### src/rtl/clarvi_writeback_pkg.sv
// Shared writeback types: load funct3 encoding, register index and queue entries.
// Imported by clarvi_writeback and clarvi_load_align.
package clarvi_writeback_pkg;

   typedef logic [4:0] reg_idx_t;

   typedef enum logic [2:0] {
      F3_LB   = 3'b000,
      F3_LH   = 3'b001,
      F3_LW   = 3'b010,
      F3_LD   = 3'b011,
      F3_LBU  = 3'b100,
      F3_LHU  = 3'b101,
      F3_LWU  = 3'b110,
      F3_NONE = 3'b111
   } load_funct3_t;

   typedef struct packed {
      reg_idx_t     rd;
      load_funct3_t funct3;
      logic [2:0]   offset;
   } ldq_entry_t;

   typedef struct packed {
      reg_idx_t    rd;
      logic [63:0] data;
   } ex_entry_t;

   function automatic logic [31:0] rd_onehot(reg_idx_t r);
      return 32'd1 << r;
   endfunction

endpackage

### src/rtl/clarvi_load_align.sv
// Load data alignment: picks the addressed lane out of the doubleword and
// sign/zero-extends it according to the load type.
module clarvi_load_align
   import clarvi_writeback_pkg::*;
(
   input  load_funct3_t funct3,
   input  logic [2:0]   offset,
   input  logic [63:0]  rdata,
   output logic [63:0]  data
);

   logic [2:0]  off;
   logic [63:0] lane;

   always_comb begin
      // low address bits below the access size are ignored
      unique case (funct3[1:0])
         2'b00:   off = offset;
         2'b01:   off = {offset[2:1], 1'b0};
         2'b10:   off = {offset[2], 2'b00};
         default: off = 3'b000;
      endcase
      lane = rdata >> {off, 3'b000};
      unique case (funct3)
         F3_LB:   data = {{56{lane[7]}}, lane[7:0]};
         F3_LH:   data = {{48{lane[15]}}, lane[15:0]};
         F3_LW:   data = {{32{lane[31]}}, lane[31:0]};
         F3_LD:   data = lane;
         F3_LBU:  data = {56'd0, lane[7:0]};
         F3_LHU:  data = {48'd0, lane[15:0]};
         F3_LWU:  data = {32'd0, lane[31:0]};
         default: data = '0;
      endcase
   end

endmodule

### src/rtl/clarvi_writeback.sv
// Writeback stage: merges execute results and load responses onto one port.
// CLARVI_WB_BYPASS_EN: empty-FIFO execute results skip the FIFO (1-cycle latency).
module clarvi_writeback
   import clarvi_writeback_pkg::*;
#(
   parameter int EX_FIFO_DEPTH = 2,
   parameter int LDQ_DEPTH     = 4
) (
   input  logic        clock,
   input  logic        reset_n,
   input  logic        ex_valid,
   output logic        ex_ready,
   input  logic [4:0]  ex_rd,
   input  logic [63:0] ex_data,
   input  logic        ld_issue,
   output logic        ld_issue_ready,
   input  logic [4:0]  ld_rd,
   input  logic [2:0]  ld_funct3,
   input  logic [2:0]  ld_offset,
   input  logic        mem_rvalid,
   input  logic [63:0] mem_rdata,
   output logic [4:0]  write_register,
   output logic [63:0] data_in,
   output logic        write_enable,
   output logic [31:0] rd_busy
);

   localparam int EW = $clog2(EX_FIFO_DEPTH);
   localparam int LW = $clog2(LDQ_DEPTH);
   localparam logic [EW:0] EX_FULL = (EW+1)'(EX_FIFO_DEPTH);
   localparam logic [LW:0] LD_FULL = (LW+1)'(LDQ_DEPTH);

   ldq_entry_t    ldq [LDQ_DEPTH];
   logic [LW-1:0] ldq_head;
   logic [LW-1:0] ldq_tail;
   logic [LW:0]   ldq_cnt;

   ex_entry_t     exf [EX_FIFO_DEPTH];
   logic [EW-1:0] exf_head;
   logic [EW-1:0] exf_tail;
   logic [EW:0]   exf_cnt;

   logic        ex_acc;
   logic        ld_push;
   logic        ld_pop;
   logic        exf_push;
   logic        exf_pop;
   logic        bypass;
   logic        sel_valid;
   reg_idx_t    sel_rd;
   logic [63:0] sel_data;
   logic [63:0] ld_data;
   ldq_entry_t  ld_head;

   assign ex_ready       = exf_cnt != EX_FULL;
   assign ld_issue_ready = ldq_cnt != LD_FULL;
   assign ld_head        = ldq[ldq_head];

   clarvi_load_align u_align (
      .funct3 (ld_head.funct3),
      .offset (ld_head.offset),
      .rdata  (mem_rdata),
      .data   (ld_data)
   );

   always_comb begin
      ex_acc  = ex_valid && ex_ready;
      ld_push = ld_issue && ld_issue_ready;
      // a response with nothing queued is spurious and dropped
      ld_pop  = mem_rvalid && (ldq_cnt != '0);
      exf_pop = !ld_pop && (exf_cnt != '0);
`ifdef CLARVI_WB_BYPASS_EN
      bypass  = !ld_pop && (exf_cnt == '0) && ex_acc;
`else
      bypass  = 1'b0;
`endif
      exf_push  = ex_acc && !bypass;
      sel_valid = 1'b0;
      sel_rd    = '0;
      sel_data  = '0;
      unique case (1'b1)
         ld_pop: begin
            sel_valid = 1'b1;
            sel_rd    = ld_head.rd;
            sel_data  = ld_data;
         end
         exf_pop: begin
            sel_valid = 1'b1;
            sel_rd    = exf[exf_head].rd;
            sel_data  = exf[exf_head].data;
         end
         bypass: begin
            sel_valid = 1'b1;
            sel_rd    = ex_rd;
            sel_data  = ex_data;
         end
         default: ;
      endcase
   end

   always_comb begin
      rd_busy = '0;
      for (int k = 0; k < LDQ_DEPTH; k++) begin
         if (k < int'(ldq_cnt))
            rd_busy = rd_busy | rd_onehot(ldq[ldq_head + LW'(k)].rd);
      end
      rd_busy[0] = 1'b0;
   end

   always_ff @(posedge clock) begin
      if (ld_push)
         ldq[ldq_tail] <= '{rd: ld_rd,
                            funct3: load_funct3_t'(ld_funct3),
                            offset: ld_offset};
      if (exf_push)
         exf[exf_tail] <= '{rd: ex_rd, data: ex_data};
   end

   always_ff @(posedge clock or negedge reset_n) begin
      if (!reset_n) begin
         ldq_head       <= '0;
         ldq_tail       <= '0;
         ldq_cnt        <= '0;
         exf_head       <= '0;
         exf_tail       <= '0;
         exf_cnt        <= '0;
         write_enable   <= 1'b0;
         write_register <= '0;
         data_in        <= '0;
      end else begin
         if (ld_push) ldq_tail <= ldq_tail + LW'(1);
         if (ld_pop)  ldq_head <= ldq_head + LW'(1);
         ldq_cnt <= ldq_cnt + (LW+1)'(ld_push) - (LW+1)'(ld_pop);
         if (exf_push) exf_tail <= exf_tail + EW'(1);
         if (exf_pop)  exf_head <= exf_head + EW'(1);
         exf_cnt <= exf_cnt + (EW+1)'(exf_push) - (EW+1)'(exf_pop);
         write_enable   <= sel_valid && (sel_rd != '0);
         write_register <= sel_rd;
         data_in        <= sel_data;
      end
   end

endmodule

### config.mk
export PLATFORM = sky130hd
export DESIGN_NAME = clarvi_writeback
export DESIGN_NICKNAME = d
export VERILOG_FILES = /design/src/rtl/clarvi_writeback_pkg.sv /design/src/rtl/clarvi_load_align.sv /design/src/rtl/clarvi_writeback.sv
export SDC_FILE = /design/constraint.sdc
export NUM_CORES = 1
export LEC_CHECK = 0
export ABC_AREA = 1
export ABC_CLOCK_PERIOD_IN_PS = 5200
export CORE_MARGIN = 2
export CORE_UTILIZATION = 25
export CTS_CLUSTER_SIZE = 30
export DETAILED_ROUTE_END_ITERATION = 10
export PLACE_DENSITY = 0.5
export SETUP_SLACK_MARGIN = 0.15
export SYNTH_ARGS = -nofsm -noshare
export SYNTH_HDL_FRONTEND = slang
export SYNTH_HIERARCHICAL = 1
export SYNTH_SLANG_ARGS = --single-unit
### constraint.sdc
create_clock -name clock -period 5.2 [get_ports clock]
set_input_delay 1.04 -clock clock [delete_from_list [all_inputs] [get_ports clock]]
set_output_delay 1.04 -clock clock [all_outputs]
set_load 0.005 [all_outputs]
* Word-level counts from Yosys, hierarchy flattened
Memories as Yosys holds them, arrays and structs flattened.
Index checks and enable logic that the tools add are counted.
W data, S select, Z words.
** Word-level totals
- Output and inout bits :: 104
- Memories kept :: 2
- Logic and storage cells :: 68
- RAM bits :: 182
- Bits in registers :: 81
** Memory list
- exf :: depth 2, bits a word 69, rd ports 1, clocked after Yosys merged registers in 0, wr ports 1, RTL line clarvi_writeback.sv:38 : ex_entry_t exf [EX_FIFO_DEPTH];
- ldq :: depth 4, bits a word 11, rd ports 4, clocked after Yosys merged registers in 0, wr ports 1, RTL line clarvi_writeback.sv:33 : ldq_entry_t ldq [LDQ_DEPTH];
** Cells by class
- Bitwise logic cells :: 3
- Reduce and logical (&&, ||, !) cells :: 12
- Muxes and demuxes :: 13
- $lt $le $gt $ge :: 4
- Add/subtract/negate cells :: 10
- Shift-type cells :: 5
- Equal/unequal tests :: 10
** Operators with widths (number)
- $pmux W64 S7 :: 1
- $mux W32 :: 4
- $pmux W64 S2 :: 1
- $shl A1 B5 Y32 const A :: 4
- $or A32 B32 Y32 :: 3
- $shr A64 B6 Y64 :: 1
- $pmux W5 S2 :: 1
- $eq A3 B3 Y1 const B :: 3
- $pmux W3 S3 :: 1
- $eq A3 B2 Y1 const B :: 2
- $lt A1 B3 Y1 const A :: 2
- $lt A2 B3 Y1 const A :: 2
- $logic_and A1 B1 Y1 :: 5
- $mux W1 :: 5
- $reduce_bool A5 Y1 :: 1
- $add A2 B1 Y2 const B :: 2
- $add A2 B2 Y2 const B :: 2
- $add A3 B1 Y3 :: 1
- $eq A3 B1 Y1 const B :: 1
- $logic_not A3 Y1 :: 1
- $ne A3 B3 Y1 const B :: 1
- $reduce_bool A3 Y1 :: 1
- $sub A3 B1 Y3 :: 1
- $add A1 B1 Y1 const B :: 2
- 9 further kinds :: 9

* Logic depth before layout (Yosys ltp)
Gate-level depths: netlist (run 1).
An unclocked memory read counts as a cell.
- Depth after elaboration :: 9
- Depth in mapped cells :: 17
- Mapped depth without buffers :: 15

* Cells and area by module
The synthesis (run 1) kept the hierarchy.
** Modules (own cells, without submodules)
- clarvi_writeback :: seq. area each 7492.2 um^2, cells an instance 1173, area each 11767.5 um^2, times used 1
- clarvi_load_align :: seq. area each 0.0 um^2, cells an instance 542, area each 2726.4 um^2, times used 1

* Least setup slack after synthesis (run 1)
Ideal clock, no wire load.
- Path type :: input-to-reg
- Start :: input ex_valid
- End :: memory exf[1][0] (netlist name), enable pin
- Path slack :: 0.666 ns
- Data arrival time :: 4.037 ns
- Cell stages on the path :: 2
- Buffers on the path :: 0
- Library setup time :: 0.498 ns
- Path through :: nand2_1 nor2_1
** On the way
- Cells in the longest elaborated chain, start to end :: 3
** RTL lines
- start, declared :: RTL line clarvi_writeback.sv:11 : input logic ex_valid,
- $logic_and A1 B1 Y1 :: RTL line clarvi_writeback.sv:67 : ex_acc = ex_valid && ex_ready;
- $mux W1 :: RTL line clarvi_writeback.sv:115 : if (exf_push)
- $mux W1 (implied by the code) :: RTL line clarvi_writeback.sv:116 : exf[exf_tail] <= '{rd: ex_rd, data: ex_data};
- end, declared :: RTL line clarvi_writeback.sv:38
No other way between the ends.

* Worst setup path in the final report (run 1)
- Start :: register ldq_head[0]
- End :: output rd_busy[22]
** On the way
- Cells in the longest elaborated chain, start to end :: 9
- Elaborated cells on any way between the ends :: 15
** RTL lines
- start, declared :: RTL line clarvi_writeback.sv:34 : logic [LW-1:0] ldq_head;
- start signal, assigned :: RTL line clarvi_writeback.sv:132 : if (ld_pop) ldq_head <= ldq_head + LW'(1);
- $add A2 B1 Y2 or $mem_v2 Z4 W11 (tied branches)
- $mem_v2 Z4 W11 (*)
- $shl A1 B5 Y32 or $mux W32 (tied branches) :: RTL line clarvi_writeback_pkg.sv:30, clarvi_writeback.sv:104
- $or A32 B32 Y32 :: RTL line clarvi_writeback.sv:105 : rd_busy = rd_busy | rd_onehot(ldq[ldq_head + LW'(k)].rd);
- $mux W32 :: RTL line clarvi_writeback.sv:104 : if (k < int'(ldq_cnt))
- $or A32 B32 Y32 :: RTL line clarvi_writeback.sv:105
- $mux W32 :: RTL line clarvi_writeback.sv:104
- $or A32 B32 Y32 :: RTL line clarvi_writeback.sv:105
- $mux W32 (*) :: RTL line clarvi_writeback.sv:104
- end, declared :: RTL line clarvi_writeback.sv:25 : output logic [31:0] rd_busy
Every way passes the cells marked *; elsewhere a longest branch is shown, timed or not.

==> results of run 1 <==
-- power groups by stage --
stage / combinational, mW / sequential, mW / clock [mW]
finish: 8.46 / 3.22 / 2.11
global route: 9.20 / 3.27 / 2.25
CTS: 8.40 / 3.23 / 2.16
detailed placement: 8.37 / 3.26 / 0
global placement: 8.33 / 3.28 / 0
floorplan: 5.23 / 3.18 / 0
-- logic make-up (layout without fill, tap and decap cells) --
kind of cell | Yosys count | in the layout | synth area share, %
compound gates | 231 | 231 | 10.0
mux | 3 | 3 | 0.207
flops | 263 | 263 | 51.7
other cells | 1 | 8 | 0.0259
buf+inv | 202 | 434 | 6.79
xor+xnor | 6 | 6 | 0.363
fa+ha+maj | 11 | 11 | 1.00
simple gates | 998 | 998 | 29.9
-- synthesized netlist by cell type, types with 3 or more instances --
master	number
nor2_2	6
inv_1	93
nand4_1	48
buf_4	12
nand3_1	173
nand3b_1	12
nand2_4	4
edfxtp_1	182
ha_1	10
clkbuf_1	30
a21o_1	64
o21ai_2	5
nand2_2	25
buf_6	19
o22ai_1	4
inv_2	16
a21oi_1	83
dfrtp_1	81
o211ai_1	32
buf_2	31
nand2_1	480
mux2i_1	3
o21ai_1	15
nand3_2	5
nor2_1	229
a22oi_1	6
a31oi_1	4
nor2_4	3
o21ai_0	16
nor3_1	10
xor2_1	4
-- state kept, by name, indices dropped and copies added (netlist names) --
name            count
data_in            64
exf               138
exf_cnt             2
exf_head            1
exf_tail            1
ldq                44
ldq_cnt             3
ldq_head            2
ldq_tail            2
write_enable        1
write_register      5
-- area by class of cell --
type                    instances  area (um^2)
repair buffers                271         2710
clock inverters                10          140
diodes                          7         17.5
clock buffers                  44          833
inverters                     109          409
fillers                      6051        38900
flip-flops and latches        263         7490
multi-input cells            1250         6030
well taps                     765          957
-- routing by layer --
layer  vias to the layer above  part of all wire, %
li1                       6199                    -
met1                      6387                   45
met2                       452                   45
met3                        57                  7.3
met4                         0                  1.9
met5                         -                    0
-- stage by stage --
stage / util [%] / hold WS [ns] / instance area [um^2] / power (mW) / setup WS (ns)
finish: 32.4 / 0.509 / 18600 / 13.8 / 0.546
global route: 32.3 / 0.549 / 18600 / 14.7 / 0.282
CTS: 32.3 / 0.511 / 18600 / 13.8 / 0.517
detailed placement: 30.6 / 0.498 / 17600 / 11.6 / 1.13
global placement: 30.6 / 0.496 / 17600 / 11.6 / 1.12
floorplan: - / 0.478 / 14500 / 8.40 / 0.666
-- worst min-delay path by stage --
stage,startpoint,to,slack (ns),depth (start not counted)
2_1_floorplan,ldq_cnt[0],ldq_cnt[0],0.48,1
3_3_place_gp,ldq_cnt[0],ldq_cnt[0],0.50,1
3_5_place_dp,ldq_cnt[0],ldq_cnt[0],0.50,1
4_1_cts,ldq_cnt[0],ldq_cnt[0],0.51,1
5_1_grt,ldq_cnt[0],ldq_cnt[0],0.55,1
6_report,ldq_cnt[0],ldq_cnt[0],0.51,1
==> results.yml, run 1 <==
floorplanning:
  floorplan.initialDensity_pct: 25.2
  coreArea_um2: 57500
  die_w_um: 245
  die_h_um: 245
  io_pins: 253
  rows: 88
  dieArea_um2: 59900
layout:
  layout_commonest_cell: "nand2_1"
  nets: 2084
  drive_gt1_share_pct: 6.99
  stdcell_count: 2719
  final_cell_mix: "nand2_1 (479), clkdlybuf4s50_1 (250), nor2_1 (227)"
  area_growth_pct: 28.3
hold_path:
  holdCritPathClass: "register to register"
synthesis:
  synth_cells: 1715
  synth.area.top_cells: "edfxtp_1 (38%), dfrtp_1 (14%), nand2_1 (12%)"
  yosys.cell_types.count: 40
  synth_top_area_cell: "edfxtp_1"
  synthesis.area_per_instance_um2: 8.45
  async_flop_share_pct: 30.8
  yosys_warnings: 6
  synth_edf_count: 182
  ys_seq_elements: 263
  ys.flop_type: "edfxtp_1"
  yosysSeqAreaShare_pct: 51.7
  syn-num-nets: 1875
  synthDominantCellAreaShare_pct: 37.7
  netlist_area_um2: 14500
power_and_ir_drop:
  p_leak_nw: 8.05
  seqPwrFrac_pct: 23.4
  clockPowerShare_pct: 15.3
  switching_share_pct: 50.2
  p_int_mw: 6.87
  p_sw_mw: 6.92
  power_density_nw_per_um2: 742
  combPwrFrac_pct: 61.4
  ir_worst_vdd_uv: 416
critical_path:
  cp.arrival_ns: 3.61
  path_depth: 11
  crit_chain: "inv_2, buf_4, nand2_1, o21ai_1, nand2_1, nand2_1, nand3_1, nor2_1, nor2_1, nand2_1, clkdlybuf4s50_1"
  reg2regPathDepth: 14
  regToRegSetupSlack_ns: 1.34
  path_delay_family: "simple AND/OR/NAND/NOR gates"
  critPathCaptureType: "primary output"
  r2r-end: "data_in[34]"
  cpPeakStageDelay_ns: 0.51
  crit_path_end: "rd_busy[22]"
  worst-path-max-fanout: 35
  cp.required_ns: 4.16
  slowest_stage: "clkdlybuf4s50_1"
  crit_path_frequent_cell: "nand2_1"
  crit_buf_inv: 3
  crit_path_start: "ldq_head[0]"
  regToRegStartpoint: "ldq_head[0]"
  critPathLaunchType: "register"
  critical_path_class: "register to primary output"
clocking:
  clockRootBuffer: "clkbuf_16"
  clock_sinks: 263
  h-tree-depth: 1
  clock_path_buffers: 3
  cts_resized: 0
  clk_pin_slew_worst_paths_ns: 0.06
  insertion_delay_ns: 0.59
  numCtsBuffers: 29
  cts_hold_buffers: 0
  cts_tree: "yes"
  cts_setup_buffers: 0
drt:
  via_per_inst: 4.82
  drt_iter0_markers: 1312
  remaining_drc_errors: 0
  drtAntennaViolNets: 0
  vias: 13095
  firstDrtPassIters: 5
  routed_wl_um: 57900
  wl_per_cell_um: 21.3
sta:
  setup_viol: 0
  hold_viol: 0
  final.setup.tns_ns: 0
  slew_headroom_pct: 21.6
  rsz0062_at_grt: "false"
  slew_violations: 0
  finClkSkew_ns: 0.0402
  max_freq_mhz: 215
  worst_pin_slew_ns: 1.17
  fin_crit_sh_pct: 89.5
  fin_crit_ns: 4.65
global_routing:
  grt_pass1_wl_um: 83700
  grt_max_degree: 70
  grt_pass1_vias: 12502
  antenna_found_initial: 6
  grtUsageMet2_pct: 29.5
  gr-usage-met1_pct: 26.3
  track_usage_pct: 18.7
  grt_overflow: 0
  top_usage_layer: "met2"
  met3_usage_pct: 3.75
place:
  routabilityCongestion: 0.910
  dp_cells: 2658
  dp_hpwl_um: 42400
  portBuffers: 251
job:
  maxCapViolCount: 0
run_status:
  status: "finished clean"
Power figures use the tool's default switching activity.
==> inputs of run 2 (changes only) <==
==> constraint.sdc (replaced) <==
create_clock -name clock -period 5.2 [get_ports clock]
set_input_delay 0.52 -clock clock [delete_from_list [all_inputs] [get_ports clock]]
set_output_delay 0.52 -clock clock [all_outputs]
set_load 0.005 [all_outputs]
==> results.yml, run 2 (synthesis results as in run 1) <==
clocking:
  clock_path_buffers: 3
  cts_hold_buffers: 0
  cts_tree: "yes"
  h-tree-depth: 1
  numCtsBuffers: 29
  cts_resized: 0
  clk_pin_slew_worst_paths_ns: 0.06
  cts_setup_buffers: 0
  clock_sinks: 263
  insertion_delay_ns: 0.58
  clockRootBuffer: "clkbuf_16"
drt:
  firstDrtPassIters: 5
  vias: 12910
  drtAntennaViolNets: 0
  drt_iter0_markers: 1368
  via_per_inst: 4.75
  remaining_drc_errors: 0
  routed_wl_um: 57100
  wl_per_cell_um: 21.0
sta:
  hold_viol: 0
  rsz0062_at_grt: "false"
  worst_pin_slew_ns: 1.17
  final.setup.tns_ns: 0
  max_freq_mhz: 250
  slew_headroom_pct: 21.6
  fin_crit_sh_pct: 77.0
  slew_violations: 0
  setup_viol: 0
  finClkSkew_ns: 0.0195
  fin_crit_ns: 4.01
global_routing:
  gr-usage-met1_pct: 27.1
  met3_usage_pct: 2.65
  track_usage_pct: 18.5
  grt_max_degree: 70
  grt_pass1_wl_um: 82800
  grtUsageMet2_pct: 28.8
  top_usage_layer: "met2"
  grt_pass1_vias: 12345
  grt_overflow: 0
  antenna_found_initial: 5
floorplanning:
  die_h_um: 245
  coreArea_um2: 57500
  rows: 88
  dieArea_um2: 59900
  die_w_um: 245
  floorplan.initialDensity_pct: 25.2
  io_pins: 253
layout:
  nets: 2087
  largest_reg_flops: 138
  top_register: "exf"
  stdcell_count: 2718
  drive_gt1_share_pct: 7.49
  fillers: 5998
  reg_top3: "exf (138), data_in (64), ldq (44)"
  area_growth_pct: 28.1
  layout_commonest_cell: "nand2_1"
  final_cell_mix: "nand2_1 (479), clkdlybuf4s50_1 (250), nor2_1 (227)"
power_and_ir_drop:
  seqPwrFrac_pct: 23.6
  power_mw: 13.6
  p_int_mw: 6.77
  combPwrFrac_pct: 61.4
  power_density_nw_per_um2: 735
  p_sw_mw: 6.87
  p_leak_nw: 8.07
  switching_share_pct: 50.3
  clockPowerShare_pct: 14.9
  ir_worst_vdd_uv: 416
critical_path:
  reg2regPathDepth: 16
  critical_path_class: "register to primary output"
  cp.arrival_ns: 3.49
  critPathCaptureType: "primary output"
  cpPeakStageDelay_ns: 0.50
  crit_path_frequent_cell: "nand2_1"
  crit_chain: "inv_2, buf_4, nand2_1, o21ai_1, nand2_1, nand2_1, nand3_1, nor2_1, nor2_1, nand2_1, clkdlybuf4s50_1"
  cp.required_ns: 4.68
  regToRegSetupSlack_ns: 1.25
  regToRegStartpoint: "ldq_head[0]"
  critPathLaunchType: "register"
  slowest_stage: "dfrtp_1"
  worst-path-max-fanout: 35
  r2r-end: "data_in[23]"
job:
  maxCapViolCount: 0
place:
  portBuffers: 251
  dp_cells: 2661
  routabilityCongestion: 0.906
  dp_hpwl_um: 42900
hold_path:
  holdCritPathClass: "input port to async pin"
run_status:
  status: "finished clean"
[run 2: layer usage]
layer,vias up,wire (um)
met1,6193,27200
met5,-,27
met2,463,25600
met4,4,901
met3,60,3360
li1,6190,-
[run 2: worst max path at each step]
stage	startpoint	end	slack, ns	cells after the start
floorplan	ex_valid	exf[1][0]	1.19	2
global placement	ldq_head[0]	data_in[41]	1.38	13
detailed placement	ldq_head[0]	data_in[54]	1.31	13
CTS	ldq_head[0]	rd_busy[18]	1.21	11
global route	ldq_head[1]	data_in[54]	0.98	14
finish	ldq_head[0]	rd_busy[16]	1.19	11
[run 2: area by class of cell]
cell class                 count  area (um^2)  area share (%)
timing repair buffer         274         2710            14.6
sequential                   263         7490            40.4
inverter                     109          409            2.20
tap                          765          957            5.16
antenna                        3         7.51          0.0404
clock inverter                19          158           0.849
clock buffer                  35          800            4.31
multi-input combinational   1250         6030            32.5
[run 2: worst max-delay path: cells and delay by family (launching register included)]
kind            cells  cell delay [ns]
flops               1             0.50
simple gates        7             1.22
buf+inv             3             0.94
compound gates      1             0.25
[run 2: power groups by stage]
stage	clock network (mW)	registers [mW]	logic (mW)
after floorplan	0	3.18	5.23
after global placement	0	3.28	8.24
after detailed placement	0	3.27	8.29
after CTS	2.08	3.24	8.31
after global routing	2.17	3.28	9.11
final	2.03	3.23	8.38
[run 2: through the flow]
step	hold WS (ns)	setup WS (ns)	instance area, um^2	utilization [%]
finish	0.0274	1.19	18600	32.3
global route	0.0823	0.976	18600	32.3
CTS	0.0456	1.21	18600	32.3
detailed placement	0.510	1.31	17600	30.6
global placement	0.496	1.38	17600	30.6
floorplan	0.224	1.19	14500	-
